==> src/rtl/mem_access_unit.sv <==
// Memory-stage load/store unit: turns one pipeline memory op into a single
// data-bus word transaction, formats load results and flags misaligned/illegal ops.
module mem_access_unit #(
  parameter int TIMEOUT_CYC = 255
) (
  input  logic        clk,
  input  logic        rst,
  input  logic        mem_en,
  input  logic        load_in,
  input  logic        store_in,
  input  logic [31:0] alu_res,
  input  logic [31:0] op_b,
  input  logic [31:0] instruction_in,
  output logic        dbus_req,
  output logic        dbus_we,
  output logic [31:0] dbus_addr,
  output logic [31:0] dbus_wdata,
  output logic [3:0]  dbus_wmask,
  input  logic        dbus_ready,
  input  logic [31:0] dbus_rdata,
  output logic        stall_mem,
  output logic [31:0] load_data,
  output logic        load_valid,
  output logic        access_err
);

  localparam logic [1:0] IDLE = 2'd0;
  localparam logic [1:0] REQ  = 2'd1;
  localparam logic [1:0] DONE = 2'd2;
  localparam logic [1:0] ERR  = 2'd3;
  localparam logic [7:0] TMO_LAST = 8'(TIMEOUT_CYC - 1);

  logic [1:0]  state;
  logic [31:0] addr_q, opb_q;
  logic [2:0]  f3_q;
  logic        store_q;
  logic [7:0]  wait_cnt;

  logic [2:0]  f3;
  logic        start, bad;
  logic [7:0]  rbyte;
  logic [15:0] rhalf;
  logic [31:0] ld_fmt;
  logic        unused_bits;

  assign f3          = instruction_in[14:12];
  assign unused_bits = ^{instruction_in[31:15], instruction_in[11:0]};
  assign start       = mem_en & (load_in | store_in);

  always_comb begin
    bad = 1'b0;
    if (load_in && store_in)                                 bad = 1'b1;
    else if (load_in && (f3 == 3'd3 || f3 == 3'd6 || f3 == 3'd7)) bad = 1'b1;
    else if (store_in && f3 >= 3'd3)                         bad = 1'b1;
    else if (f3[1:0] == 2'd1 && alu_res[0])                  bad = 1'b1;
    else if (f3[1:0] == 2'd2 && alu_res[1:0] != 2'd0)        bad = 1'b1;
  end

  // Load result: pick the addressed lane, then extend by funct3.
  always_comb begin
    case (addr_q[1:0])
      2'd0:    rbyte = dbus_rdata[7:0];
      2'd1:    rbyte = dbus_rdata[15:8];
      2'd2:    rbyte = dbus_rdata[23:16];
      default: rbyte = dbus_rdata[31:24];
    endcase
    rhalf = addr_q[1] ? dbus_rdata[31:16] : dbus_rdata[15:0];
    case (f3_q)
      3'd0:    ld_fmt = {{24{rbyte[7]}}, rbyte};
      3'd1:    ld_fmt = {{16{rhalf[15]}}, rhalf};
      3'd4:    ld_fmt = {24'd0, rbyte};
      3'd5:    ld_fmt = {16'd0, rhalf};
      default: ld_fmt = dbus_rdata;
    endcase
  end

  always_comb begin
    dbus_wmask = 4'b0000;
    dbus_wdata = opb_q;
    if (store_q) begin
      case (f3_q[1:0])
        2'd0: begin
          dbus_wmask = 4'b0001 << addr_q[1:0];
          dbus_wdata = {4{opb_q[7:0]}};
        end
        2'd1: begin
          dbus_wmask = 4'b0011 << addr_q[1:0];
          dbus_wdata = {2{opb_q[15:0]}};
        end
        default: dbus_wmask = 4'b1111;
      endcase
    end
  end

  always_ff @(posedge clk) begin
    if (rst) begin
      state     <= IDLE;
      wait_cnt  <= 8'd0;
      load_data <= 32'd0;
      addr_q    <= 32'd0;
      opb_q     <= 32'd0;
      f3_q      <= 3'd0;
      store_q   <= 1'b0;
    end else begin
      case (state)
        IDLE: if (start) begin
          addr_q   <= alu_res;
          opb_q    <= op_b;
          f3_q     <= f3;
          store_q  <= store_in;
          wait_cnt <= 8'd0;
          state    <= bad ? ERR : REQ;
        end
        REQ: begin
          if (dbus_ready) begin
            if (!store_q) load_data <= ld_fmt;
            state <= DONE;
          end else if (wait_cnt == TMO_LAST) begin
            state <= ERR;
          end else begin
            wait_cnt <= wait_cnt + 8'd1;
          end
        end
        default: state <= IDLE;
      endcase
    end
  end

  // Reset forces stall low combinationally so the pipeline drains during reset.
  assign stall_mem  = ~rst & (((state == IDLE) & start) | (state == REQ));
  assign dbus_req   = (state == REQ);
  assign dbus_we    = (state == REQ) & store_q;
  assign dbus_addr  = {addr_q[31:2], 2'b00};
  assign load_valid = (state == DONE) & ~store_q;
  assign access_err = (state == ERR);

endmodule

==> config.mk <==
export PLATFORM = sky130hd
export DESIGN_NAME = mem_access_unit
export DESIGN_NICKNAME = d
export VERILOG_FILES = /design/src/rtl/mem_access_unit.sv
export SDC_FILE = /design/constraint.sdc
export NUM_CORES = 1
export LEC_CHECK = 0
export CORE_AREA = 2 2 144 104
export DETAILED_ROUTE_END_ITERATION = 12
export DIE_AREA = 0 0 146 106
export PLACE_DENSITY = 0.76
export SLEW_MARGIN = 20
export SYNTH_ARGS = -nofsm -noshare
export SYNTH_HDL_FRONTEND = slang
export SYNTH_SLANG_ARGS = --single-unit
==> constraint.sdc <==
create_clock -name clk -period 2.15 [get_ports clk]
set_clock_uncertainty 0.2 [all_clocks]
set_input_delay 0.43 -clock clk [delete_from_list [all_inputs] [get_ports clk]]
set_output_delay 0.43 -clock clk [all_outputs]
set_load 0.01 [all_outputs]
### Word level (Yosys, flattened, before mapping)

Index checks and enable logic that the tools add are counted.

| word-level totals | value |
|---|---|
| bits of input ports | 134 |
| logic and storage cells | 77 |
| latch bits | 0 |
| bits in read-only memories | 0 |
| output and inout bits | 105 |
| RAM bits | 0 |
| memories kept | 0 |
| flip-flop bits (word level) | 110 |

| cells by class | value |
|---|---|
| order comparisons | 1 |
| multiply operators | 0 |
| shifts and indexed selects | 2 |
| reductions and logical operators | 17 |
| divide/modulo/power cells | 0 |
| eq/ne operators | 19 |
| bitwise gates (word level) | 9 |
| mux-type cells | 21 |
| $add $sub $neg | 1 |

Operator list:

| cell | number |
|---|---|
| 32-bit one-hot mux with 4 select lines | 1 |
| 32-bit one-hot mux with 2 select lines | 1 |
| 32-bit two-way mux | 1 |
| 8-bit two-way mux | 3 |
| 8-bit one-hot mux with 3 select lines | 1 |
| 16-bit two-way mux | 1 |
| 8-bit one-hot mux with 2 select lines | 1 |
| 3-bit equality test, second input constant | 4 |
| 8-bit by 1-bit adder with 8-bit output, second input constant | 1 |
| 2-bit by 1-bit equality test with 1-bit output, second input constant | 4 |
| 2-bit equality test, second input constant | 4 |
| 8-bit equality test, second input constant | 1 |
| 2-bit two-way mux | 4 |
| 4-bit one-hot mux with 2 select lines | 1 |
| 2-bit logical NOT | 3 |
| 2-bit inequality test, second input constant | 3 |
| 1-bit AND | 5 |
| 1-bit logical AND | 5 |
| 1-bit two-way mux | 5 |
| 4-bit two-way mux | 1 |
| 2-bit one-hot mux with 2 select lines | 1 |
| 2-bit AND reduction | 2 |
| 4-bit AND reduction | 1 |
| 2-bit nonzero test | 2 |
| 11 further kinds | 14 |

### Depth between registers and ports, before layout

Gate-level depths: netlist of the first run.

| logic depth | value |
|---|---|
| word-level depth | 10 |
| depth in mapped cells | 7 |
| depth with buffers taken out | 6 |

### Worst setup path after synthesis of the first run

OpenSTA, ideal clock, no wires.

| timing | value |
|---|---|
| kind | reg2out |
| start point | register store_q |
| end point | output port dbus_wdata[10] |
| slack | -0.056 ns |
| cell stages (with the launch flop) | 6 |
| data arrival time | 1.576 ns |
| path through | dfxtp_1 > clkbuf_1 > nand2b_1 > clkbuf_1 > nor2_1 > mux2_2 |

| on the way | value |
|---|---|
| longest elaborated chain between the ends | 1 |

RTL lines:

| what | RTL line | text |
|---|---|---|
| from (decl) | 36 | `logic store_q;` |
| from (signal assigned) | 110 | `store_q <= store_in;` |
| 32-bit two-way mux | 80 | `if (store_q) begin` |
| to (decl) | 17 | `output logic [31:0] dbus_wdata,` |

Every way passes these cells.

### Worst setup path after layout of the first run

| timing | value |
|---|---|
| start point | register f3_q[1] |
| end point | output port dbus_wdata[9] |

| on the way | value |
|---|---|
| longest elaborated chain between the ends | 3 |
| elaborated cells on any way between the ends | 4 |

RTL lines:

| what | RTL line | text |
|---|---|---|
| from (decl) | 35 | `logic [2:0] f3_q;` |
| from (signal assigned) | 102 | `f3_q <= 3'd0;` |
| from (signal assigned) | 109 | `f3_q <= f3;` |
| 2-bit by 1-bit equality test with 1-bit output / 2-bit logical NOT (equally long branches) | 81 | `case (f3_q[1:0])` |
| 32-bit one-hot mux with 2 select lines (*) | 81 |  |
| 32-bit two-way mux (*) | 80 |  |

Every way passes the cells marked *; elsewhere a longest branch is shown, timed or not.

==> results, run 1 <==
- Port buffering added about 210 buffers.
- The number of vias after detailed routing is 5274.
- The first global-routing pass estimated 25860 um of wire.
- The worst hold path was traced through 4 stages.
- Dividing the final minimum period by the clock period gives 1.032.
- For this run, the leading register cell type out of synthesis is sky130_fd_sc_hd__dfxtp_1.
- For this run, the top clock speed supported by timing is 450.6 MHz.
- Counting instances in the post-synthesis netlist gives the leading cell types as 187 x sky130_fd_sc_hd__nand2_1, 110 x sky130_fd_sc_hd__dfxtp_1, 76 x sky130_fd_sc_hd__a21oi_1, 45 x sky130_fd_sc_hd__clkbuf_1, 43 x sky130_fd_sc_hd__nor2_1.
- The internal power contribution is 0.003639 W.
- The summed instance area of the synthesized netlist is about 0.0052 mm^2.
- For the worst-skew pair, the clock arrives at the later sink with an insertion delay of between 0.3 and 0.4 ns.
- The number of failing hold endpoints at the final stage is 0.
- Wires add up to roughly 16000 um.
- The cell area reported after detailed placement is roughly 0.0075 mm^2.
- Of the synthesized area, sequential elements account for 0.4207.
- The library cell appearing most often on the critical path is sky130_fd_sc_hd__buf_6.
- The type of element capturing the critical path is a primary output.
- By area the synthesized netlist is led by sky130_fd_sc_hd__dfxtp_1 42%, sky130_fd_sc_hd__nand2_1 13%, sky130_fd_sc_hd__a21oi_1 7.3%.
- The headroom to the max-slew limit is 0.5420.
- The maximum clock insertion buffer count is 2.
- The measured slew at the worst slew-check pin is approximately 0.7 ns.
- The total clock buffers created by CTS is 9.
- Along the worst path, the maximum fanout reaches 5.
- The full die area is 0.01548 mm^2.
- Counting flops with an async set or reset pin after synthesis yields a share of 0.
- For this configuration, the core starts out at a cell density of 0.3671.
- In this run the vertical extent of the chip is 106 um.
- The combined flip-flop and latch cell area is 0.002212 mm^2.
- The relative area change from synthesis to final layout is 53.61%.
- In the final layout, the share of cells above drive strength 1 is 0.1726.
- The relative contribution of sequential cells to total power is 0.448.
- The worst register-to-register path ends at wait_cnt[2].
- The H-tree was split into 3 levels.
- Subtracting the final worst setup slack from the clock period gives 2.219 ns.
- The post-synthesis average cell area is 7.744 um^2.
- The via count of the first global-routing pass is between 4000 and 5000.
- The worst hold path terminates at state[1].
- The most frequent cell after synthesis is sky130_fd_sc_hd__nand2_1.
- After detailed routing, the number of remaining DRC violations is 0.
- The start of the worst register-to-register path is state[0].
- STA classifies the critical path startpoint as a flop.
- The library cell with the largest summed area after synthesis is sky130_fd_sc_hd__dfxtp_1.
- The cell type of the slowest stage on the worst timing path is sky130_fd_sc_hd__dfxtp_4.
- The share of total power consumed by net switching is 0.2716.
- The first-pass detailed-route iteration total is 4.
- The post-cts hold buffer count is 0.
- Walking the worst path, the cells encountered are nand2b_4, nor2_4, buf_6, mux2_4, buf_6.
- The checks that failed: setup timing.
- The number of instances in the synthesized netlist is 676.
- The routed length per instance is 15.30 um.
- The startpoint identified for the worst hold timing path is rst.
- The setup slack on the worst flop-to-flop path is around 0.050 ns.
- The combinational power share is 0.239.
- The antenna diode count is 0.
- The share of total power dissipated in the clock network is 0.313.
- The data required time at the worst endpoint is 1.52 ns.
- The multi-input logic area is about 0.0026 mm^2.
- The flow ran to the end, but the final reports show violations.
- The number of failing setup endpoints in the final timing report is 12.
- The clock transition at the registers of the reported paths is around 0.07 ns.
- The final number of max-transition violations was 0.
- The number of fill cells in the layout is 1355.
- Once layout is done, the placed cells without fillers occupy 0.008041 mm^2.
- The synthesis-stage register bit count is 110.
- The Yosys warning count is 0.
- Summed over all cells, the static leakage comes to 3.007 nW.
- The floorplan step defined a core boundary enclosing 0.01426 mm^2.
- In the post-route analysis, the smallest setup slack over all paths is -0.06908 ns.
- After the first detailed-routing iteration, the DRC count stood at roughly 370.
- For this run, the slowest stage of the critical path takes 0.36 ns.
- The number of antenna violations at the first check in global routing came to 0.
- The number of max-cap violations is 0.
- The critical path buffer and inverter count is 2.
- The switching power is 0.001357 W.
- The arrival time at the worst endpoint is 1.59 ns.
- The global router's overall resource usage is 0.2051.
- The count of clock tree sinks is 110.
- The type of the setup path with the least slack is flop to primary output.
- Counting distinct cell types in the post-synthesis netlist gives 39.
- The cell at the root of the clock tree is sky130_fd_sc_hd__clkbuf_16.
- The worst slack at placement is -0.6458 ns.
- The area share of the largest cell type after synthesis is 0.4207.
- The die extent in x is around 150 um.
- The number of cells on the worst reg-to-reg path is 8.
- At the end of the flow, the number of nets in the layout was 1006.
- Grouping stages by cell kind, the critical path spends the most delay in flip-flops.
- In this run the remaining antenna-violating nets after routing total 0.
- Setup repair after global routing could not meet its margin everywhere.
- The count of pins on the block boundary is 239.
- The HPWL after detailed placement is ~12000 um.
- TritonCTS built the clock tree.
- The maximum resistive drop on vdd is 0.3666 mV.
- The total grt overflow is 0.
- The cell area power density is 621.2 mW/mm^2.
- The worst hold path class is input port to flop.
- At the end of routability-driven placement, the weighted congestion stood at 0.8829.
- The largest net degree at the start of global routing is 63.
- The ratio of routed vias to standard cells is 4.929.
- In this run the core area contains 37 standard-cell rows.
- In this run, synthesis inferred 0 flip-flops with an integrated enable.
-- flip-flops by register name, summed over array words and instances, names as in the netlist --
register / flops
addr_q: 32
wait_cnt: 8
opb_q: 32
load_data: 32
store_q: 1
f3_q: 3
state: 2
-- cell type report --
type                    instances  share of cell area
multi-input cells             470              0.3260
clock buffers                  12             0.03065
clock inverters                 4            0.003890
repair buffers                272              0.3308
flip-flops and latches        110              0.2751
well taps                     195             0.03034
inverters                       7            0.003267
-- per-stage QoR --
step / hold slack (ns) / std cells / TNS, ns / total power [W] / util
2_1_floorplan: 0.2329 / 677 / 0 / 0.002816 / -
3_3_place_gp: 0.2393 / 1043 / -32.47 / 0.003415 / 0.5292
3_5_place_dp: 0.2463 / 1043 / -34.76 / 0.003429 / 0.5292
4_1_cts: 0.1898 / 1068 / -0.9588 / 0.005025 / 0.5567
5_1_grt: 0.2103 / 1070 / -1.620 / 0.005263 / 0.5640
6_report: 0.2009 / 1070 / -0.6271 / 0.004996 / 0.5640
-- layer usage --
metal  global-route usage  wire length [um]
met5                    0                 0
met4              0.04230               157
met3              0.04893               994
met2               0.3076              7248
met1               0.2999              7973
-- worst min-delay path: cells and delay by family --
family                 cells  cell delay (ns)
buffers and inverters      1             0.08
AOI/OAI and AO/OA          3             0.17
-- worst max-delay path by stage --
stage / to / startpoint / slack [ns] / cells past startpoint
after detailed placement: wait_cnt[6] / store_in / -0.65 / 6
after floorplan: wait_cnt[6] / store_in / 0.03 / 5
after CTS: dbus_wmask[0] / f3_q[1] / -0.16 / 3
final: dbus_wdata[9] / f3_q[1] / -0.07 / 5
after global routing: dbus_wdata[8] / f3_q[1] / -0.14 / 5
after global placement: wait_cnt[6] / store_in / -0.63 / 6
-- cell families after synthesis --
| group | Yosys count | share of synthesized area |
|---|---|---|
| other | 1 | 0.0007163 |
| adders and majority gates | 2 | 0.004779 |
| AOI/OAI and AO/OA | 152 | 0.1747 |
| muxes | 37 | 0.07768 |
| and+or+nand+nor | 276 | 0.2216 |
| xor gates and xnor gates | 1 | 0.001673 |
| DFF | 110 | 0.4206 |
| buffers and inverters | 97 | 0.09823 |
-- power by group through the flow --
stage | Sequential [W] | Combinational, W | Clock (W)
final | 0.00224 | 0.00119 | 0.00156
after global routing | 0.00226 | 0.00129 | 0.00172
after CTS | 0.00224 | 0.00117 | 0.00162
after detailed placement | 0.00228 | 0.00115 | 0
after global placement | 0.00228 | 0.00114 | 0
after floorplan | 0.00227 | 0.000541 | 0
-- placed cells by master, fill, tap and decap left out, types with 10 or more instances in the layout --
master,n
sky130_fd_sc_hd__nand2_1,187
sky130_fd_sc_hd__clkdlybuf4s50_1,169
sky130_fd_sc_hd__dfxtp_1,106
sky130_fd_sc_hd__a21oi_1,75
sky130_fd_sc_hd__buf_4,48
sky130_fd_sc_hd__nor2_1,41
sky130_fd_sc_hd__a211oi_1,26
sky130_fd_sc_hd__buf_6,22
sky130_fd_sc_hd__mux2_2,15
sky130_fd_sc_hd__o21ai_0,14
sky130_fd_sc_hd__mux2_4,11
sky130_fd_sc_hd__mux2i_1,10
sky130_fd_sc_hd__nand3_1,10
sky130_fd_sc_hd__o31ai_1,10
sky130_fd_sc_hd__clkbuf_16,10
-- what timing repair did --
item / in CTS / in global routing
pin swaps: 3 / 3
buffers inserted: 8 / 2
resized for setup: 125 / 53
gates cloned: 1 / 1
endpoints found under the setup margin: 110 / 32
(Power assumes the default switching activity.)
==> run 2, diff against run 1 <==
--- a/config.mk
+++ b/config.mk
@@ -9,6 +9,7 @@
 export DETAILED_ROUTE_END_ITERATION = 12
 export DIE_AREA = 0 0 146 106
 export PLACE_DENSITY = 0.76
+export SKIP_CTS_REPAIR_TIMING = 1
 export SLEW_MARGIN = 20
 export SYNTH_ARGS = -nofsm -noshare
 export SYNTH_HDL_FRONTEND = slang
==> run 2 against run 1 <==
  * The run still ends with setup timing left
  * Worst hold slack better by 0.0040 ns
  * Sequential share of layout area is 0.11 points higher
  * Non-clock buffer count is 8 lower
  * Wire length is 0.26% lower
  * Utilization is 0.34 points lower
  * Critical path type unchanged
  * Highest routed layer unchanged
==> results, run 2 (synthesis results as in run 1) <==
- The tightest hold path in the finished design has a slack of 0.2049 ns.
- In this run the count of I/O pins placed on the die edge is between 200 and 250.
- The number of failing hold endpoints at the final stage is 0.
- In the final layout, the share of cells above drive strength 1 is 0.1569.
- The first-pass GRT wire length is 25650 um.
- Power spread over the standard cell area amounts to 623.1 mW/mm^2.
- For this run, design rule violations remaining after detail routing come to 0.
- Dividing the final minimum period by the clock period gives 1.067.
- The number of cells on the worst reg-to-reg path is 5.
- The cell area reported after detailed placement is 0.007546 mm^2.
- Measured along the x axis, the die boundary spans ~150 um.
- The post-layout minimum cycle time is 2.293 ns.
- TritonCTS built the clock tree.
- The flow ran to the end, but the final reports show violations.
- The total grt overflow is 0.
- The worst slack at placement is -0.6458 ns.
- Summed over all nets, the half-perimeter wirelength after detailed placement is 11920 um.
- The measured slew at the worst slew-check pin is 0.6916 ns.
- The core footprint is ~0.014 mm^2.
- Setup violations remaining at the end of the flow were counted as 9.
- The type of element capturing the critical path is a primary output.
- In this run the tightest slew margin relative to its limit is 0.5389.
- For this configuration, the core starts out at a cell density of 0.3671.
- In this run the number of H-tree levels came out at 3.
- Entering global routing, the biggest net connects 63 pins.
- Setup repair after global routing could not meet its margin everywhere.
- Across every metal layer, demand over resource in global routing totals 0.2036.
- For the final routed database, the setup TNS stands at -1.121 ns.
- The number of design-rule violations left by the first detailed-router iteration is 308.
- The setup check on the worst reg-to-reg path leaves a slack of 0.02 ns.
- The maximum single-stage delay on the critical path is between 0.3 and 0.4 ns.
- The capture point of the worst path is dbus_wdata[14].
- Counting the buffers created by CTS gives 9.
- For this design the static power due to leakage is 3.189 nW.
- The final route contains approximately 5300 vias.
- The checks that failed: setup timing.
- The die outline height is 106 um.
- For this design the total switching power over the nets is 0.001356 W.
- The combinational power share is 0.236.
- The biggest fanout along the worst timing path is 5.
- The start of the worst register-to-register path is state[0].
- The critical path buffer and inverter count is 3.
- The cell type of the slowest stage on the worst timing path is sky130_fd_sc_hd__dfxtp_2.
- The relative contribution of sequential cells to total power is 0.450.
- The worst hold path class is input port to flop.
- The clock drives 110 sinks.
- The type of the setup path with the least slack is flop to primary output.
- The full die area is roughly 0.015 mm^2.
- The finished cells cover 0.007993 mm^2.
- At the end of the flow, the number of nets in the layout was 998.
- The clock transition at the registers of the reported paths is 0.07 ns.
- The root buffer cell chosen for the clock tree is sky130_fd_sc_hd__clkbuf_16.
- The number of standard-cell rows in the floorplan is 37.
- The number of antenna violations at the first check in global routing is 0.
- In this run the number of cells on the critical path is 6.
- The sort of element at the start of the critical path is a flop.
- The least setup slack across all paths after layout is -0.1430 ns.
- The cell type group with the largest total delay on the critical path is buffers and inverters.
- The wire length after detailed routing is about 16000 um.
- Among the stages of the critical path, the cell type that occurs most often is sky130_fd_sc_hd__buf_6.
- The number of antenna-violating nets in the routed design is 0.
- The global placer's final weighted congestion is 0.8829.
- The number of max-cap violations is 0.
- In this run the critical register-to-register path is captured at wait_cnt[6].
- In the layout the commonest cells are 187 x sky130_fd_sc_hd__nand2_1, 170 x sky130_fd_sc_hd__clkdlybuf4s50_1, 106 x sky130_fd_sc_hd__dfxtp_1.
- From synthesis to final layout, the design area changed by 52.68%.
- The number of input and output port buffers inserted is approximately 210.
- The most common cell after layout, fill and taps aside is sky130_fd_sc_hd__nand2_1.
- The share of total power consumed by net switching is 0.2722.
- The final number of max-transition violations is 0.
- For this run, the top clock speed supported by timing is 436.1 MHz.
- The repair_antennas step left the layout with diodes totalling 0.
- The share of total power dissipated in the clock network is 0.315.
- The maximum resistive drop on vdd is 0.3692 mV.
- In this run the worst setup path begins at f3_q[1].
- The maximum clock insertion buffer count is 2.
- The routed length per instance is 15.38 um.
- The internal power contribution is 0.003625 W.
- The power consumption is roughly 0.005 W.
- The via count of the first global-routing pass is 4894.
- The clock insertion delay at the later pin of the skew report is about 0.34 ns.
- In the final layout, the registers with the most flip-flops are addr_q (32), load_data (32), opb_q (32).
- The first-pass detailed-route iteration total is 5.
- The critical path goes through nand2b_4, buf_6, nor2_4, buf_6, mux2_4, buf_6.
- The data required time at the worst endpoint is 1.52 ns.
- The ratio of routed vias to standard cells is 4.977.
- Data on the critical path arrives at its endpoint at 1.66 ns.
## run 2: final cells by class
class	count	area, um^2
Fill cell	1359	6266
Timing Repair Buffer	264	2624
Multi-Input combinational cell	470	2614
Sequential cell	110	2207
Clock buffer	12	246.5
Tap cell	195	244.0
Clock inverter	4	31.28
Inverter	7	26.28
## run 2: tightest hold or removal path, stage by stage
cell and delay [ns]:
sky130_fd_sc_hd__buf_4 0.09, sky130_fd_sc_hd__a211oi_2 0.04, sky130_fd_sc_hd__o31ai_1 0.08, sky130_fd_sc_hd__a21oi_1 0.05
## run 2: through the flow
step,std cells,utilization
finish,1062,0.5605
global route,1062,0.5605
CTS,1059,0.5487
detailed placement,1043,0.5292
global placement,1043,0.5292
floorplan,677,-
## run 2: worst min path at each step
| stage | startpoint | depth (start not counted) | slack [ns] | to |
|---|---|---|---|---|
| floorplan | opb_q[16] | 2 | 0.23 | opb_q[16] |
| global placement | opb_q[22] | 2 | 0.24 | opb_q[22] |
| detailed placement | opb_q[19] | 2 | 0.25 | opb_q[19] |
| CTS | rst | 4 | 0.19 | state[1] |
| global route | rst | 4 | 0.20 | state[1] |
| finish | rst | 4 | 0.20 | state[1] |
## run 2: layer usage
metal  global-route usage  vias to the layer above  routed length [um]
met5                    0                        -                   0
met2               0.3056                      197                7118
met3              0.04549                       20                1105
met4              0.04438                        0                 247
li1                     -                     2614                   -
met1               0.2983                     2455                7861
## run 2: power by group through the flow
stage | Clock, W | Combinational [W] | Sequential, W
after detailed placement | 0 | 0.00115 | 0.00228
after CTS | 0.00162 | 0.00115 | 0.00223
final | 0.00157 | 0.00117 | 0.00224
after global routing | 0.00172 | 0.00127 | 0.00226
after floorplan | 0 | 0.000541 | 0.00227
after global placement | 0 | 0.00114 | 0.00228
